**config.mk**
```make
export PLATFORM = sky130hd
export DESIGN_NAME = iterative_shifter
export DESIGN_NICKNAME = d
export VERILOG_FILES = /design/src/rtl/iterative_shifter_pkg.sv /design/src/rtl/iterative_shifter_step.sv /design/src/rtl/iterative_shifter.sv
export SDC_FILE = /design/constraint.sdc
export NUM_CORES = 1
export LEC_CHECK = 0
export BUFFER_PORTS_ARGS = -buffer_cell sky130_fd_sc_hd__buf_2
export CAP_MARGIN = 0
export CORE_ASPECT_RATIO = 0.9
export CORE_UTILIZATION = 45
export CTS_CLUSTER_SIZE = 14
export DETAILED_ROUTE_END_ITERATION = 10
export PLACE_DENSITY = 0.67
export SYNTH_ARGS = -nofsm -noshare
export SYNTH_HDL_FRONTEND = slang
export SYNTH_SLANG_ARGS = --single-unit
export TNS_END_PERCENT = 5
```
**constraint.sdc**
```tcl
create_clock -name clk -period 3.6 [get_ports clk]
set_input_delay 1.08 -clock clk [delete_from_list [all_inputs] [get_ports clk]]
set_output_delay 1.08 -clock clk [all_outputs]
set_load 0.02 [all_outputs]
```
**src/rtl/iterative_shifter_pkg.sv**
```systemverilog
// iterative_shifter_pkg: shift op encoding, FSM states and flag bit positions
package iterative_shifter_pkg;
   typedef enum logic [2:0] {
      OP_SHL = 3'd0,
      OP_SHR = 3'd1,
      OP_SAR = 3'd2,
      OP_ROL = 3'd3,
      OP_ROR = 3'd4,
      OP_RCL = 3'd5,
      OP_RCR = 3'd6,
      OP_RSV = 3'd7
   } shift_op_e;

   typedef enum logic [1:0] {S_IDLE, S_RUN, S_DONE} state_e;

   localparam int CF_IDX = 0;
   localparam int PF_IDX = 2;
   localparam int AF_IDX = 4;
   localparam int ZF_IDX = 6;
   localparam int SF_IDX = 7;
   localparam int OF_IDX = 11;
endpackage

```
**src/rtl/iterative_shifter_step.sv**
```systemverilog
// shift_step: one-bit shift/rotate of the working field and carry
module shift_step
   import iterative_shifter_pkg::*;
#(
   parameter int WIDTH = 16
) (
   input  logic [2:0]       op,
   input  logic             is_narrow,
   input  logic [WIDTH-1:0] v,
   input  logic             c,
   output logic [WIDTH-1:0] v_next,
   output logic             c_next
);
   localparam int H = WIDTH / 2;
   logic msb, lsb, left, in_l, in_r;
   logic [WIDTH-1:0] shl, shr;
   // in narrow mode the upper half rides along untouched
   always_comb begin
      msb    = is_narrow ? v[H-1] : v[WIDTH-1];
      lsb    = v[0];
      left   = op == OP_SHL || op == OP_ROL || op == OP_RCL;
      in_l   = op == OP_ROL ? msb : op == OP_RCL ? c : 1'b0;
      in_r   = op == OP_SAR ? msb : op == OP_ROR ? lsb : op == OP_RCR ? c : 1'b0;
      shl    = is_narrow ? {v[WIDTH-1:H], v[H-2:0], in_l} : {v[WIDTH-2:0], in_l};
      shr    = is_narrow ? {v[WIDTH-1:H], in_r, v[H-1:1]} : {in_r, v[WIDTH-1:1]};
      v_next = op == OP_RSV ? v : left ? shl : shr;
      c_next = op == OP_RSV ? c : left ? msb : lsb;
   end
endmodule

```
**src/rtl/iterative_shifter.sv**
```systemverilog
// iterative_shifter: count-driven x86 shift/rotate engine, one bit per cycle,
// producing the result and CF/OF/SF/ZF/PF for the microcode sequencer
module iterative_shifter
   import iterative_shifter_pkg::*;
#(
   parameter int WIDTH      = 16,
   parameter bit MASK_COUNT = 1'b1
) (
   input  logic             clk,
   input  logic             reset,
   input  logic             start,
   input  logic [2:0]       op,
   input  logic             is_narrow,
   input  logic [WIDTH-1:0] a,
   input  logic [7:0]       count,
   input  logic [15:0]      flags_in,
   output logic             busy,
   output logic             done,
   output logic [WIDTH-1:0] out,
   output logic [15:0]      flags_out
);
   localparam int H = WIDTH / 2;
   state_e state, state_next;
   logic [WIDTH-1:0] v, v_next, field;
   logic c, c_next, narrow_r, msb_old, msb_new, is_shift;
   logic [7:0] rem, n;
   logic [2:0] op_r;
   logic [15:0] flags_r, flags_fin;

   shift_step #(.WIDTH(WIDTH)) u_step (
      .op(op_r), .is_narrow(narrow_r), .v(v), .c(c), .v_next(v_next), .c_next(c_next)
   );

   // reserved op collapses to a zero-count pass-through
   always_comb begin
      n = op == OP_RSV ? 8'd0 : MASK_COUNT ? {3'b000, count[4:0]} : count;
      state_next = state == S_IDLE ? (start ? (n == 8'd0 ? S_DONE : S_RUN) : S_IDLE)
                 : state == S_RUN  ? (rem == 8'd1 ? S_DONE : S_RUN)
                 : S_IDLE;
      field     = narrow_r ? (v_next & {{(WIDTH-H){1'b0}}, {H{1'b1}}}) : v_next;
      msb_old   = narrow_r ? v[H-1] : v[WIDTH-1];
      msb_new   = narrow_r ? v_next[H-1] : v_next[WIDTH-1];
      is_shift  = op_r == OP_SHL || op_r == OP_SHR || op_r == OP_SAR;
      flags_fin = flags_r;
      flags_fin[CF_IDX] = c_next;
      flags_fin[OF_IDX] = op_r != OP_SAR && (msb_old ^ msb_new);
      flags_fin[SF_IDX] = is_shift ? msb_new : flags_r[SF_IDX];
      flags_fin[ZF_IDX] = is_shift ? field == '0 : flags_r[ZF_IDX];
      flags_fin[PF_IDX] = is_shift ? ~^field[7:0] : flags_r[PF_IDX];
   end

   always_ff @(posedge clk or negedge reset) begin
      if (!reset) begin
         state     <= S_IDLE;
         v         <= '0;
         c         <= 1'b0;
         rem       <= 8'd0;
         op_r      <= 3'd0;
         narrow_r  <= 1'b0;
         flags_r   <= 16'd0;
         out       <= '0;
         flags_out <= 16'd0;
      end else begin
         state <= state_next;
         if (state == S_IDLE && start) begin
            v        <= a;
            c        <= flags_in[CF_IDX];
            rem      <= n;
            op_r     <= op;
            narrow_r <= is_narrow;
            flags_r  <= flags_in;
            if (n == 8'd0) begin
               out       <= a;
               flags_out <= flags_in;
            end
         end else if (state == S_RUN) begin
            v   <= v_next;
            c   <= c_next;
            rem <= rem - 8'd1;
            if (rem == 8'd1) begin
               out       <= v_next;
               flags_out <= flags_fin;
            end
         end
      end
   end

   assign busy = state != S_IDLE;
   assign done = state == S_DONE;
endmodule

```
Yosys cells after proc, flatten, opt, wreduce, memory -nomap -nowiden. Cells that the tools add are included.

$add $sub $neg: 1. Equality and inequality tests: 13. Muxes and demuxes: 37. Bitwise gates (word level): 1. Reductions and logical operators: 15.

Operators with widths (count): $mux 16 (15); $logic_not 16->1 (1); $mux 8 (2); $eq 3x3->1 const B (5); $mux 1 (14); $mux 2 (5); $eq 8x1->1 const B (1); $logic_not 8->1 (1); $reduce_xnor 8->1 (1); $sub 8x1->8 const B (1); $eq 3x2->1 const B (2); $reduce_bool 2->1 (3); $mux 5 (1); $logic_or 1x1->1 (4); $eq 3x1->1 const B (1); $logic_not 3->1 (1); $ne 3x2->1 const B (1); $reduce_and 3->1 (1); $eq 2x1->1 const B (1); $eq 2x2->1 const B (1); $logic_and 1x1->1 (2); $logic_not 2->1 (1); $ne 2x1->1 const B (1); $xor 1x1->1 (1).

Flip-flop bits (word level): 79. Input port bits: 47. Output and inout port bits: 34. Word-level logic and storage cells: 76.

Longest topological paths before layout. Gate-level depths: netlist of run 1.

Depth in word-level cells: 13. Gate-level depth with buffers: 15. Mapped depth without buffers: 12.

By module. From an unflattened synthesis of run 1, not the netlist that was laid out.

Cells, all modules: 430. Area, all modules: 4235.3 sq um.

By module, submodules not included: iterative_shifter (times used 1, cells each 351, area an instance 3706.1 sq um, seq. area each 1926.8 sq um); shift_step (times used 1, cells each 79, area an instance 529.3 sq um, seq. area each 0.0 sq um).

Least setup slack after synthesis of run 1. Ideal clock, no wire load.

Path kind: register -> register. Start point: reg op_r[0]. End point: reg flags_out[2]. Data arrival time: 2.667 ns. Required time: 3.523 ns. Slack: 0.855 ns. Stages on the path, launching flop included: 15. Path buffers: 5. Clock period less this slack: 2.745 ns. Path through: dfrtp_1 > buf_2 > buf_2 > clkbuf_1 > nand3_1 > clkbuf_1 > clkbuf_1 > o21ai_0 > ha_1 > xnor2_1 > xnor2_1 > mux2i_1 > nand2_1 > o21ai_0 > a21oi_1.

Cells in the longest elaborated chain, start to end: 13. Elaborated cells between the ends (all ways): 27. Classes of those cells: eq/ne: 7; mux: 14; reduce/logical: 6.

RTL lines: start: declaration (line iterative_shifter.sv:27) `logic [2:0] op_r;`; start signal: assignment (line iterative_shifter.sv:69) `op_r <= op;`; $eq 3x3->1 (line iterative_shifter_step.sv:23) `in_r = op == OP_SAR ? msb : op == OP_ROR ? lsb : op == OP_RCR ? c : 1'b0;`; $mux 1 (3 in series) (line iterative_shifter_step.sv:23); $mux 16 (line iterative_shifter_step.sv:25) `shr = is_narrow ? {v[WIDTH-1:H], in_r, v[H-1:1]} : {in_r, v[WIDTH-1:1]};`; $mux 16 (2 in series) (line iterative_shifter_step.sv:26) `v_next = op == OP_RSV ? v : left ? shl : shr;`; $mux 16 (line iterative_shifter.sv:40) `field = narrow_r ? (v_next & {{(WIDTH-H){1'b0}}, {H{1'b1}}}) : v_next;`; $reduce_xnor 8->1 (line iterative_shifter.sv:49) `flags_fin[PF_IDX] = is_shift ? ~^field[7:0] : flags_r[PF_IDX];`; $mux 1 (*) (line iterative_shifter.sv:49); $mux 16 (*) (line iterative_shifter.sv:80) `if (rem == 8'd1) begin`; $mux 16 (*) (line iterative_shifter.sv:76) `end else if (state == S_RUN) begin`; $mux 16 (*) (line iterative_shifter.sv:65) `if (state == S_IDLE && start) begin`; end signal: assignment (line iterative_shifter.sv:74) `flags_out <= flags_in;`; end signal: assignment (line iterative_shifter.sv:82) `flags_out <= flags_fin;`; end: declaration (line iterative_shifter.sv:20) `output logic [15:0] flags_out`.

Every way passes the cells marked *; elsewhere a longest branch is shown, timed or not. The select of a mux whose other input is x is not followed. A chain may end at the register's enable or synchronous reset.

Final worst setup path of run 1.
Start point: reg op_r[1]. End point: reg flags_out[2].

The elaborated chain is that of the path after synthesis.

==> impl_metrics.tcl, run 1 <==
set metrics [dict create \
    ys_types 54 \
    crit_chain "buf_4 -> or3b_2 -> a31oi_1 -> a21oi_1 -> o21ai_0 -> ha_1 -> xnor2_1 -> xnor2_1 -> mux2i_1 -> nand2_1 -> o21ai_0 -> a21oi_1" \
    h-tree-depth 3 \
    syn-num-nets 529 \
    max-vdd-ir-drop_mv 0.442 \
    cp_num_buf_inv 1 \
    num_vias 3751 \
    synth_area_leaders "dfrtp_1 (45%), nand2_1 (6.9%), o21ai_0 (4.9%)" \
    critPathCaptureType "flip-flop" \
    drt_iter0_drc 249 \
    post_cts_buffers 0 \
    wl_per_cell_um 16.1 \
    power.density_nw_per_um2 1110 \
    drive_gt1_frac 0.259 \
    cts_buffers 9 \
    synth_edf_count 0 \
    arrival_ns 3.27 \
    grt_pass1_wl_um 17500 \
    routed_wl_um 10900 \
    core-area_um2 9170 \
    final_util 0.540 \
    required_ns 3.90 \
    fin_tns_setup_ns 0 \
    slew_headroom 0.356 \
    r2r_slack_ns 0.63 \
    hold_class "reg -> reg" \
    ys_ff_latch 77 \
    clockBufferDepth 2 \
    clkTransAtPathRegs_ns 0.09 \
    yosys_most_used_dff "dfrtp_1" \
    fp.dieW_um 105 \
    cts_root_buffer "clkbuf_8" \
    cts.sinks 77 \
    routabilityCongestion 0.975 \
    total_leakage_power_nw 2.24 \
    stdcell_count 674 \
    slowest_stage "dfrtp_1" \
    path_class "reg -> reg" \
    min_period_ns 2.97 \
    critPathMaxFanout 12 \
    numPortBuffers 77 \
    clock.fmax_mhz 336 \
    drv_slew 0 \
    ioPinCount 81 \
    drcViolationCount 0 \
    cts_tree "done" \
    postCtsHoldBufs 0 \
    rsz0062_at_grt "false" \
    initial_core_util 0.466 \
    dr.pass1.iters 6 \
    yosys.area.top_type "dfrtp_1" \
    antennaDiodeCount 0 \
    run_status "finished, final reports clean" \
    finalHoldViolCount 0 \
    die_h_um 94.5 \
    skew_ns 0.0144 \
    synth_commonest_cells "nand2_1 (79), dfrtp_1 (77), nor2_1 (43)" \
    clkLatencyLatePin_ns 0.37 \
    syn_area_um2 4280 \
    nets 600 \
    start_kind "flip-flop" \
    yosysTopAreaCellShare 0.451 \
    avgViaCountPerCell 5.57 \
    grt_pass1_vias 3503 \
    crit_family "compound AO/OA/AOI/OAI gates" \
    place_inst 658 \
    period_share 0.826 \
    drv_cap 0 \
    syn_to_final_growth_pct 15.8 \
    grt_start_max_net_pins 78 \
    final_antenna_net_count 0 \
    ys_seq_area_frac 0.451 \
    rows 33 \
    grt_usage 0.228 \
    yosysWarnings 0 \
    dp_hpwl_um 7740 \
    overflow 0 \
    antenna_found_initial 0 \
    worst_path_largest_cell_delay_ns 0.55 \
    synth_area_per_cell_um2 8.98 \
    async_reset_ff_frac 1.00 \
    post_cts_resized 0 \
    die-area_um2 9900 \
    synthCells 476 \
    setup_viol 0 \
    yosysMostFrequentCell "nand2_1" \
    tightest_slew_ns 0.966 \
]
[worst register-to-register path, stage by stage (launching register included)]
cell and delay [ns]:
dfrtp_1 0.55, buf_4 0.26, or3b_2 0.46, a31oi_1 0.21, a21oi_1 0.06, o21ai_0 0.26
ha_1 0.29, xnor2_1 0.14, xnor2_1 0.25, mux2i_1 0.12, nand2_1 0.09, o21ai_0 0.07
a21oi_1 0.15
[routing by layer]
| metal | vias to the layer above | GRT usage | wire [µm] |
|---|---|---|---|
| met5 | - | 0 | 0 |
| met3 | 18 | 0.0600 | 838 |
| li1 | 1834 | - | - |
| met1 | 1750 | 0.307 | 4990 |
| met2 | 149 | 0.357 | 4870 |
| met4 | 0 | 0.0833 | 180 |
[where the power goes]
part	total, mW	internal [mW]	leakage, nW	switching [mW]
logic	3.21	1.31	1.23	1.90
registers	1.68	1.29	0.919	0.393
clock network	0.620	0.258	0.0877	0.361
[per-stage QoR]
| step | setup slack (ns) | power [mW] | hold slack [ns] | instance area (µm²) |
|---|---|---|---|---|
| after global routing | 0.394 | 5.94 | 0.493 | 4950 |
| after CTS | 0.585 | 5.52 | 0.477 | 4950 |
| after detailed placement | 0.585 | 4.88 | 0.453 | 4770 |
| after global placement | 0.598 | 4.80 | 0.450 | 4770 |
| final | 0.625 | 5.51 | 0.469 | 4950 |
| after floorplan | 0.855 | 3.97 | 0.436 | 4280 |
[cell usage in the layout, fill, tap and decap left out, types with 3 or more instances in the layout]
cell and count:
a211oi_1 4, a21oi_1 37, a21oi_2 7, a31oi_1 6, buf_2 76, buf_4 14, clkbuf_8 9, dfrtp_1 77
ha_1 6, inv_1 11, mux2_2 18, mux2i_1 14, nand2_1 79, nand2b_1 7, nand3_1 11, nor2_1 43
nor2b_1 7, nor3_1 8, o2111ai_1 3, o211ai_1 6, o21a_1 3, o21ai_0 42, o221ai_1 5, o22ai_1 4
o31ai_1 3, or3b_2 4, xnor2_1 4
[worst paths after layout]
kind	from	end	depth (start not counted)
worst max-delay path	op_r[1]	flags_out[2]	12
worst min register to register	flags_r[14]	flags_r[14]	2
max in group asynchronous	reset	v[6]	1
min in group asynchronous	reset	rem[3]	1
worst min-delay path	flags_r[14]	flags_r[14]	2
worst max register to register	op_r[1]	flags_out[2]	12
[state kept, by name, indices dropped and copies added (netlist names)]
| signal | flops |
|---|---|
| flags_out | 16 |
| op_r | 3 |
| out | 16 |
| v | 16 |
| narrow_r | 1 |
| state | 2 |
| flags_r | 14 |
| rem | 8 |
| c | 1 |
[cells by family (layout without fill, tap and decap cells)]
family	Yosys count	in the layout	share of synthesized area
AOI/OAI and AO/OA	136	136	0.200
and+or+nand+nor	176	176	0.188
buffers and inverters	42	118	0.0489
xor gates and xnor gates	5	5	0.0102
muxes	32	32	0.0802
DFF	77	77	0.451
adders and majority gates	8	8	0.0222
[layout make-up]
| type | count | area [µm²] |
|---|---|---|
| Fill cell | 837 | 4210 |
| Multi-Input combinational cell | 357 | 2140 |
| Sequential cell | 77 | 1930 |
| Timing Repair Buffer | 91 | 505 |
| Tap cell | 122 | 153 |
| Clock buffer | 9 | 124 |
| Clock inverter | 7 | 57.6 |
| Inverter | 11 | 41.3 |
Power figures use the tool's default switching activity.
==> inputs of run 2 (changes only) <==
- ABC_AREA: default -> 1
- PLACE_DENSITY: 0.67 -> 0.7
- clock period: 3.6 -> 2.7 ns (I/O delays scaled with it)
==> impl_metrics.tcl, run 2 <==
set metrics [dict create \
    numPortBuffers 77 \
    grt_start_max_net_pins 44 \
    clkLatencyLatePin_ns 0.36 \
    final_common_cell "nand2_1" \
    drcViolationCount 0 \
    routabilityCongestion 0.868 \
    synth_area_per_cell_um2 7.72 \
    cp-startpoint "op_r[2]" \
    cts_buffers 9 \
    period_share 0.912 \
    die-area_um2 9640 \
    hold_slack_ns 0.427 \
    synth_edf_count 0 \
    drv_cap 0 \
    yosys_most_used_dff "dfrtp_1" \
    antenna_found_initial 0 \
    yosysTopAreaCellShare 0.463 \
    initial_core_util 0.475 \
    yosys.area.top_type "dfrtp_1" \
    nFillCells 840 \
    critPathMaxFanout 12 \
    grt-busiest-layer "met2" \
    reg.largest.list "flags_out (16), out (16), v (16)" \
    drv_slew 0 \
    rsz0062_at_grt "false" \
    antennaDiodeCount 0 \
    start_kind "flip-flop" \
    drive_gt1_frac 0.238 \
    syn_to_final_growth_pct 18.1 \
    synth_commonest_cells "nand2_1 (175), dfrtp_1 (77), nor2_1 (50)" \
    final_antenna_net_count 0 \
    async_reset_ff_frac 1.00 \
    cts_root_buffer "clkbuf_8" \
    run_status "finished, final reports clean" \
    ys_seq_area_frac 0.463 \
    arrival_ns 2.70 \
    ys_ff_latch 77 \
    postCtsHoldBufs 0 \
    slew_headroom 0.618 \
    hold_class "in -> async" \
    power.total_mw 7.77 \
    path_class "reg -> reg" \
    tightest_slew_ns 0.572 \
    min_period_ns 2.46 \
    nets 666 \
    num_vias 3752 \
    rows 32 \
    required_ns 2.94 \
    die_h_um 93.2 \
    fp.dieW_um 103 \
    cts.sinks 77 \
    clockBufferDepth 2 \
    clkTransAtPathRegs_ns 0.09 \
    clock.fmax_mhz 406 \
    syn-num-nets 592 \
    dpl_cell_area_um2 4670 \
    critPathCaptureType "flip-flop" \
    overflow 0 \
    dr.pass1.iters 4 \
    fin_tns_setup_ns 0 \
    drt_iter0_drc 228 \
    yosysWarnings 0 \
    r2r_slack_ns 0.24 \
    yosysMostFrequentCell "nand2_1" \
    final_util 0.560 \
    use_met3 0.0471 \
    ys_types 32 \
    synth_area_leaders "dfrtp_1 (46%), nand2_1 (16%), nor2_1 (4.5%)" \
    r2r-start "op_r[2]" \
    wl_per_cell_um 13.3 \
    max-vdd-ir-drop_mv 0.787 \
    finalHoldViolCount 0 \
    routed_wl_um 9770 \
    syn_area_um2 4160 \
    total_leakage_power_nw 2.53 \
    layout_common_cells "nand2_1 (175), dfrtp_1 (76), buf_2 (76), nor2_1 (50), inv_1 (38)" \
    avgViaCountPerCell 5.09 \
    dp_hpwl_um 6920 \
    grt_use_met2 0.355 \
    setup_viol 0 \
    cts_tree "done" \
    core-area_um2 8770 \
    grt_use_met1 0.305 \
    synthCells 539 \
    ioPinCount 81 \
    h-tree-depth 3 \
    grt_usage 0.224 \
    power.density_nw_per_um2 1580 \
    design_area_um2 4910 \
    skew_ns 0.00739 \
    grt_pass1_wl_um 16500 \
    grt_pass1_vias 3539 \
]
-- run 2: cell families after synthesis --
kind of cell,after synthesis,synth area share
buf+inv,73,0.0749
compound gates,107,0.163
fa+ha+maj,6,0.0180
xor+xnor,5,0.0105
simple gates,271,0.271
flops,77,0.463
-- run 2: final timing paths --
path,endpoint,cells past startpoint
max,flags_out[2],13
min,v[10],1
max reg2reg,flags_out[2],13
min reg2reg,flags_r[5],2
max in group asynchronous,rem[5],2
min in group clk,flags_r[5],2
-- run 2: routing by layer --
| layer | vias up | wire, µm |
|---|---|---|
| met3 | 7 | 488 |
| met5 | - | 0 |
| met1 | 1734 | 4580 |
| li1 | 1910 | - |
| met4 | 0 | 93 |
| met2 | 101 | 4610 |
-- run 2: final cells by class --
class / count / area (µm²) / area share
flip-flops and latches: 77 / 1930 / 0.392
well taps: 119 / 149 / 0.0303
multi-input cells: 390 / 1930 / 0.393
clock inverters: 6 / 93.8 / 0.0191
inverters: 47 / 176 / 0.0359
clock buffers: 10 / 138 / 0.0280
repair buffers: 88 / 495 / 0.101
-- run 2: worst max-delay path: stages (launching register included) --
cell,delay (ns)
dfrtp_1,0.48
inv_2,0.11
nand3_1,0.17
nand3_4,0.20
a21oi_2,0.18
o21ai_1,0.08
o21ai_1,0.09
inv_2,0.06
ha_1,0.29
xnor2_1,0.14
xnor2_1,0.24
nand2_1,0.08
o211ai_1,0.09
a31oi_1,0.11
-- run 2: power by group --
| part | leakage, nW | switching, mW | internal, mW |
|---|---|---|---|
| Combinational | 1.49 | 3.00 | 1.67 |
| Clock | 0.113 | 0.463 | 0.554 |
| Sequential | 0.930 | 0.342 | 1.74 |
| Total | 2.53 | 3.80 | 3.97 |
-- run 2: metrics by stage --
step / cells / worst slack [ns]
4_1_cts: 736 / 0.121
6_report: 737 / 0.237
2_1_floorplan: 539 / 0.597
5_1_grt: 737 / 0.0926
3_3_place_gp: 720 / 0.261
3_5_place_dp: 720 / 0.163
-- run 2: timing repair --
action / 4_1_cts / 5_1_grt
endpoints found under the setup margin: 0 / 1
setup buffers: 0 / 0
resized for setup: 0 / 1
